[src/rtl/ras.sv]
// Return address stack for the fetch predictor, with checkpoint restore
// from the backend on a mispredict.
module ras #(
  parameter int RAS_ENTRIES      = 8,
  parameter int LOG_RAS_ENTRIES  = $clog2(RAS_ENTRIES),
  parameter int RAS_TARGET_WIDTH = 31
) (
  input  logic                        CLK,
  input  logic                        nRST,
  input  logic                        pred_valid,
  input  logic                        pred_push,
  input  logic                        pred_pop,
  input  logic [RAS_TARGET_WIDTH-1:0] pred_push_target,
  output logic [RAS_TARGET_WIDTH-1:0] pred_ret_target,
  output logic                        pred_ret_valid,
  output logic [LOG_RAS_ENTRIES-1:0]  pred_ras_index,
  output logic [LOG_RAS_ENTRIES:0]    pred_ras_count,
  input  logic                        update_valid,
  input  logic [LOG_RAS_ENTRIES-1:0]  update_ras_index,
  input  logic [LOG_RAS_ENTRIES:0]    update_ras_count,
  input  logic                        update_push,
  input  logic                        update_pop,
  input  logic [RAS_TARGET_WIDTH-1:0] update_push_target
);

  localparam logic [LOG_RAS_ENTRIES:0] FULL_COUNT = (LOG_RAS_ENTRIES+1)'(RAS_ENTRIES);

  logic [RAS_TARGET_WIDTH-1:0] entry [RAS_ENTRIES];
  logic [LOG_RAS_ENTRIES-1:0]  ptr, ptr_next;
  logic [LOG_RAS_ENTRIES:0]    count, count_next;

  logic                        op_push, op_pop;
  logic [LOG_RAS_ENTRIES-1:0]  base_ptr;
  logic [LOG_RAS_ENTRIES:0]    base_count;
  logic [RAS_TARGET_WIDTH-1:0] op_target;
  logic                        wr_en;
  logic [LOG_RAS_ENTRIES-1:0]  wr_idx;

  // A backend restore rebases the stack on its checkpoint and wins over any fetch access.
  always_comb begin
    op_push    = 1'b0;
    op_pop     = 1'b0;
    base_ptr   = ptr;
    base_count = count;
    op_target  = pred_push_target;
    if (update_valid) begin
      op_push    = update_push;
      op_pop     = update_pop;
      base_ptr   = update_ras_index;
      base_count = update_ras_count;
      op_target  = update_push_target;
    end else if (pred_valid) begin
      op_push = pred_push;
      op_pop  = pred_pop;
    end

    ptr_next   = base_ptr;
    count_next = base_count;
    wr_en      = 1'b0;
    wr_idx     = base_ptr;
    if (op_push && op_pop) begin
      // Co-routine jump: replace the top in place.
      wr_en = 1'b1;
      if (base_count == '0) count_next = 1;
    end else if (op_push) begin
      ptr_next = base_ptr + 1'b1;
      wr_idx   = ptr_next;
      wr_en    = 1'b1;
      if (base_count != FULL_COUNT) count_next = base_count + 1'b1;
    end else if (op_pop && base_count != '0) begin
      ptr_next   = base_ptr - 1'b1;
      count_next = base_count - 1'b1;
    end
  end

  always_ff @(posedge CLK or negedge nRST) begin
    if (!nRST) begin
      ptr   <= '0;
      count <= '0;
      for (int i = 0; i < RAS_ENTRIES; i++) entry[i] <= '0;
    end else begin
      ptr   <= ptr_next;
      count <= count_next;
      if (wr_en) entry[wr_idx] <= op_target;
    end
  end

  assign pred_ret_target = entry[ptr];
  assign pred_ret_valid  = (count != '0);
  assign pred_ras_index  = ptr;
  assign pred_ras_count  = count;

  // A checkpoint can never hold more than a full stack.
  update_count_legal: assert property (@(posedge CLK) disable iff (!nRST)
    update_valid |-> (update_ras_count <= FULL_COUNT));

endmodule

[config.mk]
export PLATFORM = sky130hd
export DESIGN_NAME = ras
export DESIGN_NICKNAME = d
export VERILOG_FILES = /design/src/rtl/ras.sv
export SDC_FILE = /design/constraint.sdc
export NUM_CORES = 1
export LEC_CHECK = 0
export CORE_ASPECT_RATIO = 0.5
export CORE_MARGIN = 2
export CORE_UTILIZATION = 43
export CTS_CLUSTER_SIZE = 14
export DETAILED_ROUTE_END_ITERATION = 8
export GPL_TIMING_DRIVEN = 0
export PLACE_DENSITY = 0.65
export SKIP_CTS_REPAIR_TIMING = 1
export SLEW_MARGIN = 20
export SYNTH_ARGS = -nofsm -noshare
export SYNTH_HDL_FRONTEND = slang
export SYNTH_SLANG_ARGS = --single-unit
export TNS_END_PERCENT = 20
[constraint.sdc]
create_clock -name CLK -period 2.1 [get_ports CLK]
set_input_delay 0.315 -clock CLK [delete_from_list [all_inputs] [get_ports CLK]]
set_output_delay 0.315 -clock CLK [all_outputs]
set_load 0.01 [all_outputs]
# After elaboration in Yosys (flattened, before gate mapping)

Cells that the tools add are included.

Eq/ne operators: 1
Mux-type cells: 25
$lt $le $gt $ge: 3
Add/sub/neg operators: 4
Bitwise logic cells: 2
Reductions and logical operators: 6

Operators by type and width:

| operator                                                              | number |
|---|---|
| 248-bit bitwise mux                                                   | 1 |
| 31-bit two-way mux                                                    | 4 |
| 31-bit binary-select mux with 3-bit select                            | 1 |
| 31-bit demux with 3-bit select                                        | 1 |
| 4-bit two-way mux                                                     | 6 |
| 3-bit two-way mux                                                     | 6 |
| 4-bit >= comparator (second input constant)                           | 2 |
| 3-bit inverter with 4-bit output                                      | 2 |
| 4-bit nonzero test                                                    | 2 |
| 1-bit two-way mux                                                     | 6 |
| 4-bit by 1-bit adder with 4-bit output (second input constant)        | 1 |
| 4-bit zero test                                                       | 1 |
| 4-bit by 1-bit < comparator with 1-bit output (second input constant) | 1 |
| 4-bit != test (second input constant)                                 | 1 |
| 4-bit by 1-bit subtractor with 4-bit output (second input constant)   | 1 |
| 3-bit by 1-bit adder with 3-bit output (second input constant)        | 1 |
| 1-bit logical AND                                                     | 3 |
| 3-bit by 1-bit subtractor with 3-bit output (second input constant)   | 1 |

Register bits after elaboration: 255
Logic and storage cells: 51

# Depth between registers and ports, before layout

Word-level depth: 10
Depth in mapped cells: 10
Depth with buffers taken out: 7

# Worst setup path after synthesis

OpenSTA, ideal clock, no wires.

Kind: input port to flip-flop
From: input update_valid
To: register count[1] (netlist: pred_ras_count[1])
Cell stages on the path: 10
Slack: -0.495 ns
Data arrival time: 2.464 ns
Cells stage by stage: buf_6 -> buf_4 -> buf_2 -> mux2i_1 -> ha_1 -> nor4bb_1 -> nor2_1 -> a211oi_1 -> a311oi_1 -> or3_1

Cells in the longest elaborated chain, start to end: 6
Elaborated cells on any way between the ends: 15
Classes of those cells: 2 x add/sub; 1 x eq/ne; 8 x mux; 4 x reduce/logical

Ends and longest elaborated chain:

| what                                                                                | line | RTL |
|---|---|---|
| start: declaration                                                                  | 18   | `input logic update_valid,` |
| branches (longest 5 deep; another with 4-bit by 1-bit subtractor with 4-bit output) | -    |  |
| 4-bit two-way mux *                                                                 | 61   | `if (op_push && op_pop) begin` |
| via count_next[1]                                                                   | 30   | `logic [LOG_RAS_ENTRIES:0] count, count_next;` |
| end signal: assignment                                                              | 83   | `count <= count_next;` |
| end: declaration                                                                    | 30   |  |

Mark *: on every way through the listed nets, which the timed path passes.
A chain may end at the register's enable or synchronous reset.

# Final worst setup path

From: register ptr[0] (netlist: pred_ras_index[0])
To: output pred_ret_target[15]

Cells in the longest elaborated chain, start to end: 4

Ends and longest elaborated chain:

| what                                                   | line | RTL |
|---|---|---|
| start: declaration                                     | 29   | `logic [LOG_RAS_ENTRIES-1:0] ptr, ptr_next;` |
| start signal: assignment                               | 82   | `ptr <= ptr_next;` |
| 3-bit inverter with 4-bit output (not written as such) | 88   | `assign pred_ret_target = entry[ptr];` |
| 31-bit binary-select mux with 3-bit select             | 88   |  |
| 31-bit two-way mux (not written as such) (2 in series) | 88   |  |
| end: declaration                                       | 14   | `output logic [RAS_TARGET_WIDTH-1:0] pred_ret_target,` |

No other way between the ends. The select of a mux whose other input is x is not followed.

==> flow_metrics.py <==
metrics = {
    "outcome": {
        "run_status": "complete, but fails checks",
        "violations": "setup timing",
    },
    "synthesis": {
        "synth_most_common_cell": "mux2_2",
        "yosys.area.top_type": "dfrtp_1",
        "avgSynthCellArea_sq_um": 15.74,
        "synth_nets": 871,
        "synth_seq_cells": 255,
        "synth.distinct_cells": 56,
        "yosys-top-cells-area": "dfrtp_1, mux2_2, mux4_2",
        "synth_top_area_share_pct": 51.33,
        "synthFlopType": "dfrtp_1",
        "yosysSeqAreaShare_pct": 51.33,
        "synth_common_cells": "mux2_2, dfrtp_1, mux4_2",
        "synth-edff-count": 0,
        "synth_area_sq_um": 12430,
        "synthCells": 790,
        "synthArstFlopShare_pct": 100.0,
        "yosysWarnings": 0,
    },
    "global_routing": {
        "grt_util_all_layers_pct": 19.65,
        "grt_pass1_wl_mm": 46.41,
        "grt_pass1_vias": 8012,
        "grt-ovfl-total": 0,
        "grt_max_degree": 99,
        "antenna_found_initial": 1,
    },
    "placement": {
        "gp_congestion": 0.8038,
        "dp_hpwl_mm": 19.29,
        "io_buffer_count": 115,
    },
    "timing": {
        "relSlewSlack_pct": 41.46,
        "setup_viol": 279,
        "slew_violations": 0,
        "hold_violations": 0,
        "timing.final.ws_setup_ns": -0.5876,
        "fin_crit_ns": 2.688,
        "finalCritPeriodShare_pct": 128.0,
        "fin_skew_ns": 0.01721,
        "max_freq_mhz": 372.1,
        "setup_tns_ns": -73.57,
        "rsz0062_at_grt": "true",
        "worst_pin_slew_ns": 0.8782,
    },
    "worst_hold_path": {
        "hold_class": "in -> async",
    },
    "floorplanning": {
        "coreArea_sq_um": 28080,
        "dieWidth_microns": 244.5,
        "ios": 116,
        "dieArea_sq_um": 30370,
        "die_h_microns": 124.2,
        "row_count": 43,
        "initial_core_util_pct": 44.26,
    },
    "routing": {
        "drt_iter0_markers": 447,
        "route.detailed.drc": 0,
        "finalWirelength_mm": 30.26,
        "post_drt_via_cell_ratio": 5.536,
        "firstDrtPassIters": 6,
        "ant_nets": 0,
        "wl_per_cell_microns": 22.13,
        "vias": 7568,
    },
    "finish": {
        "fillerInstances": 2183,
        "fin_nets": 1050,
        "final-seq-area_sq_um": 6384,
        "drive_above_1_share_pct": 55.39,
        "multi_input_area_sq_um": 6205,
        "area_delta_synth_final_pct": 30.31,
        "final_util_pct": 57.68,
    },
    "pwr": {
        "vdd.ir_drop.worst_mv": 0.6680,
        "intPower_uw": 16210,
        "pwr-share-comb_pct": 44.2,
        "power_frac_clock_pct": 18.5,
        "power.density_nw_per_um2": 1421,
        "p_leak_uw": 0.006823,
        "netSwitchingPower_uw": 6808,
        "switching_share_pct": 29.58,
        "share_seq_of_total_power_pct": 37.4,
    },
    "critical_path": {
        "crit_buf_inv": 4,
        "path_delay_family": "multiplexers",
        "cp_data_required_time_ns": 1.78,
        "crit_top_cell": "buf_12",
        "r2r_end": "entry[239]",
        "worstSetupEndpointType": "output pin",
        "max_stage_delay_ns": 0.49,
        "start_kind": "register",
        "path_max_fanout": 8,
        "crit_slowest_cell": "mux4_2",
        "r2r_start": "pred_ras_index[0]",
        "crit_type": "reg -> out",
        "rr_worst_depth": 8,
        "worstPathArrival_ns": 2.37,
        "path_cells": "buf_12, buf_12, buf_4, mux4_2, mux2_4, buf_6",
        "r2r_setup_slack_ns": -0.35,
    },
    "clocking": {
        "path_clk_slew_ns": 0.07,
        "htree_levels": 1,
        "clockRootBuffer": "clkbuf_16",
        "clock-sinks": 255,
        "clk_latency_ns": 0.53,
        "cts_buffers": 24,
        "clock_path_buffers": 3,
        "cts_tree": "done",
    },
    "job": {
        "drv_cap": 0,
    },
}
-- logic make-up (layout without fill, tap and decap cells) --
| family | count (synthesis) | count (layout) | share of synthesized area [%] |
|---|---|---|---|
| multiplexers | 381 | 381 | 40.15 |
| flip-flops | 255 | 255 | 51.33 |
| buffers and inverters | 55 | 249 | 2.677 |
| AND/OR/NAND/NOR | 47 | 47 | 2.053 |
| AO/OA/AOI/OAI | 41 | 41 | 2.828 |
| XOR/XNOR | 7 | 7 | 0.5536 |
| adder cells (fa/ha/maj) | 4 | 4 | 0.4026 |
| other | 0 | 1 | 0 |
-- metrics by stage --
step                area (sq um)  std cells  hold WS, ns  setup WS [ns]  power [uW]
floorplan                  12740        790      0.01941       -0.09908       14580
global placement           14370       1287       0.4632         -9.881       17460
detailed placement         14430       1289       0.3142         -1.226       17810
CTS                        15170       1330      -0.2515         -1.568       22130
global route               16200       1367       0.3747        -0.6299       24320
finish                     16200       1367       0.3212        -0.5876       23020
-- flip-flops by register name (all words and copies together), names as in the netlist --
name and cells:
entry 248, pred_ras_count 4, pred_ras_index 3
-- metal layers --
metal | wire, microns | track usage [%] | vias up
met4 | 424 | 3.981 | 0
met1 | 14340 | 28.69 | 4057
li1 | - | - | 3360
met5 | 0 | 0 | -
met3 | 922 | 2.849 | 29
met2 | 14570 | 31.45 | 122
-- cells in the final DEF, fill, tap and decap left out, types with 4 or more instances in the layout --
cell,n
mux2_2,233
buf_6,39
clkdlybuf4s50_1,81
mux2i_1,4
buf_12,24
clkbuf_2,16
nand2_1,10
dfrtp_1,253
mux2i_4,4
a21oi_1,9
buf_4,19
nor2_1,11
clkbuf_16,30
clkbuf_1,8
mux2_1,13
mux4_2,62
buf_16,4
buf_8,5
mux2_4,65
-- worst max path at each step --
stage	from	endpoint	slack, ns	cells past startpoint
after global routing	pred_ras_index[0]	pred_ret_target[15]	-0.63	6
final	pred_ras_index[0]	pred_ret_target[15]	-0.59	6
after CTS	pred_ras_index[1]	pred_ret_target[15]	-1.57	5
after global placement	nRST	entry[224]	-9.88	1
after floorplan	update_valid	pred_ras_count[1]	-0.1	10
after detailed placement	update_valid	entry[21]	-1.23	7
-- cell type report --
type | instances | share of cell area, %
buffer | 50 | 4.411
inverter | 5 | 0.1159
timing repair buffer | 153 | 10.19
antenna | 1 | 0.01545
multi-input combinational | 480 | 38.31
tap | 382 | 2.951
clock buffer | 34 | 4.125
sequential | 255 | 39.41
clock inverter | 7 | 0.4789
-- power groups by stage --
stage                     Clock (uW)  Sequential [uW]  Combinational (uW)
after global routing            4560             8900               10900
final                           4250             8600               10200
after CTS                       4350             8570                9220
after floorplan                    0             8220                6360
after detailed placement           0             8630                9180
after global placement             0             8490                8970
(Power assumes the default switching activity.)
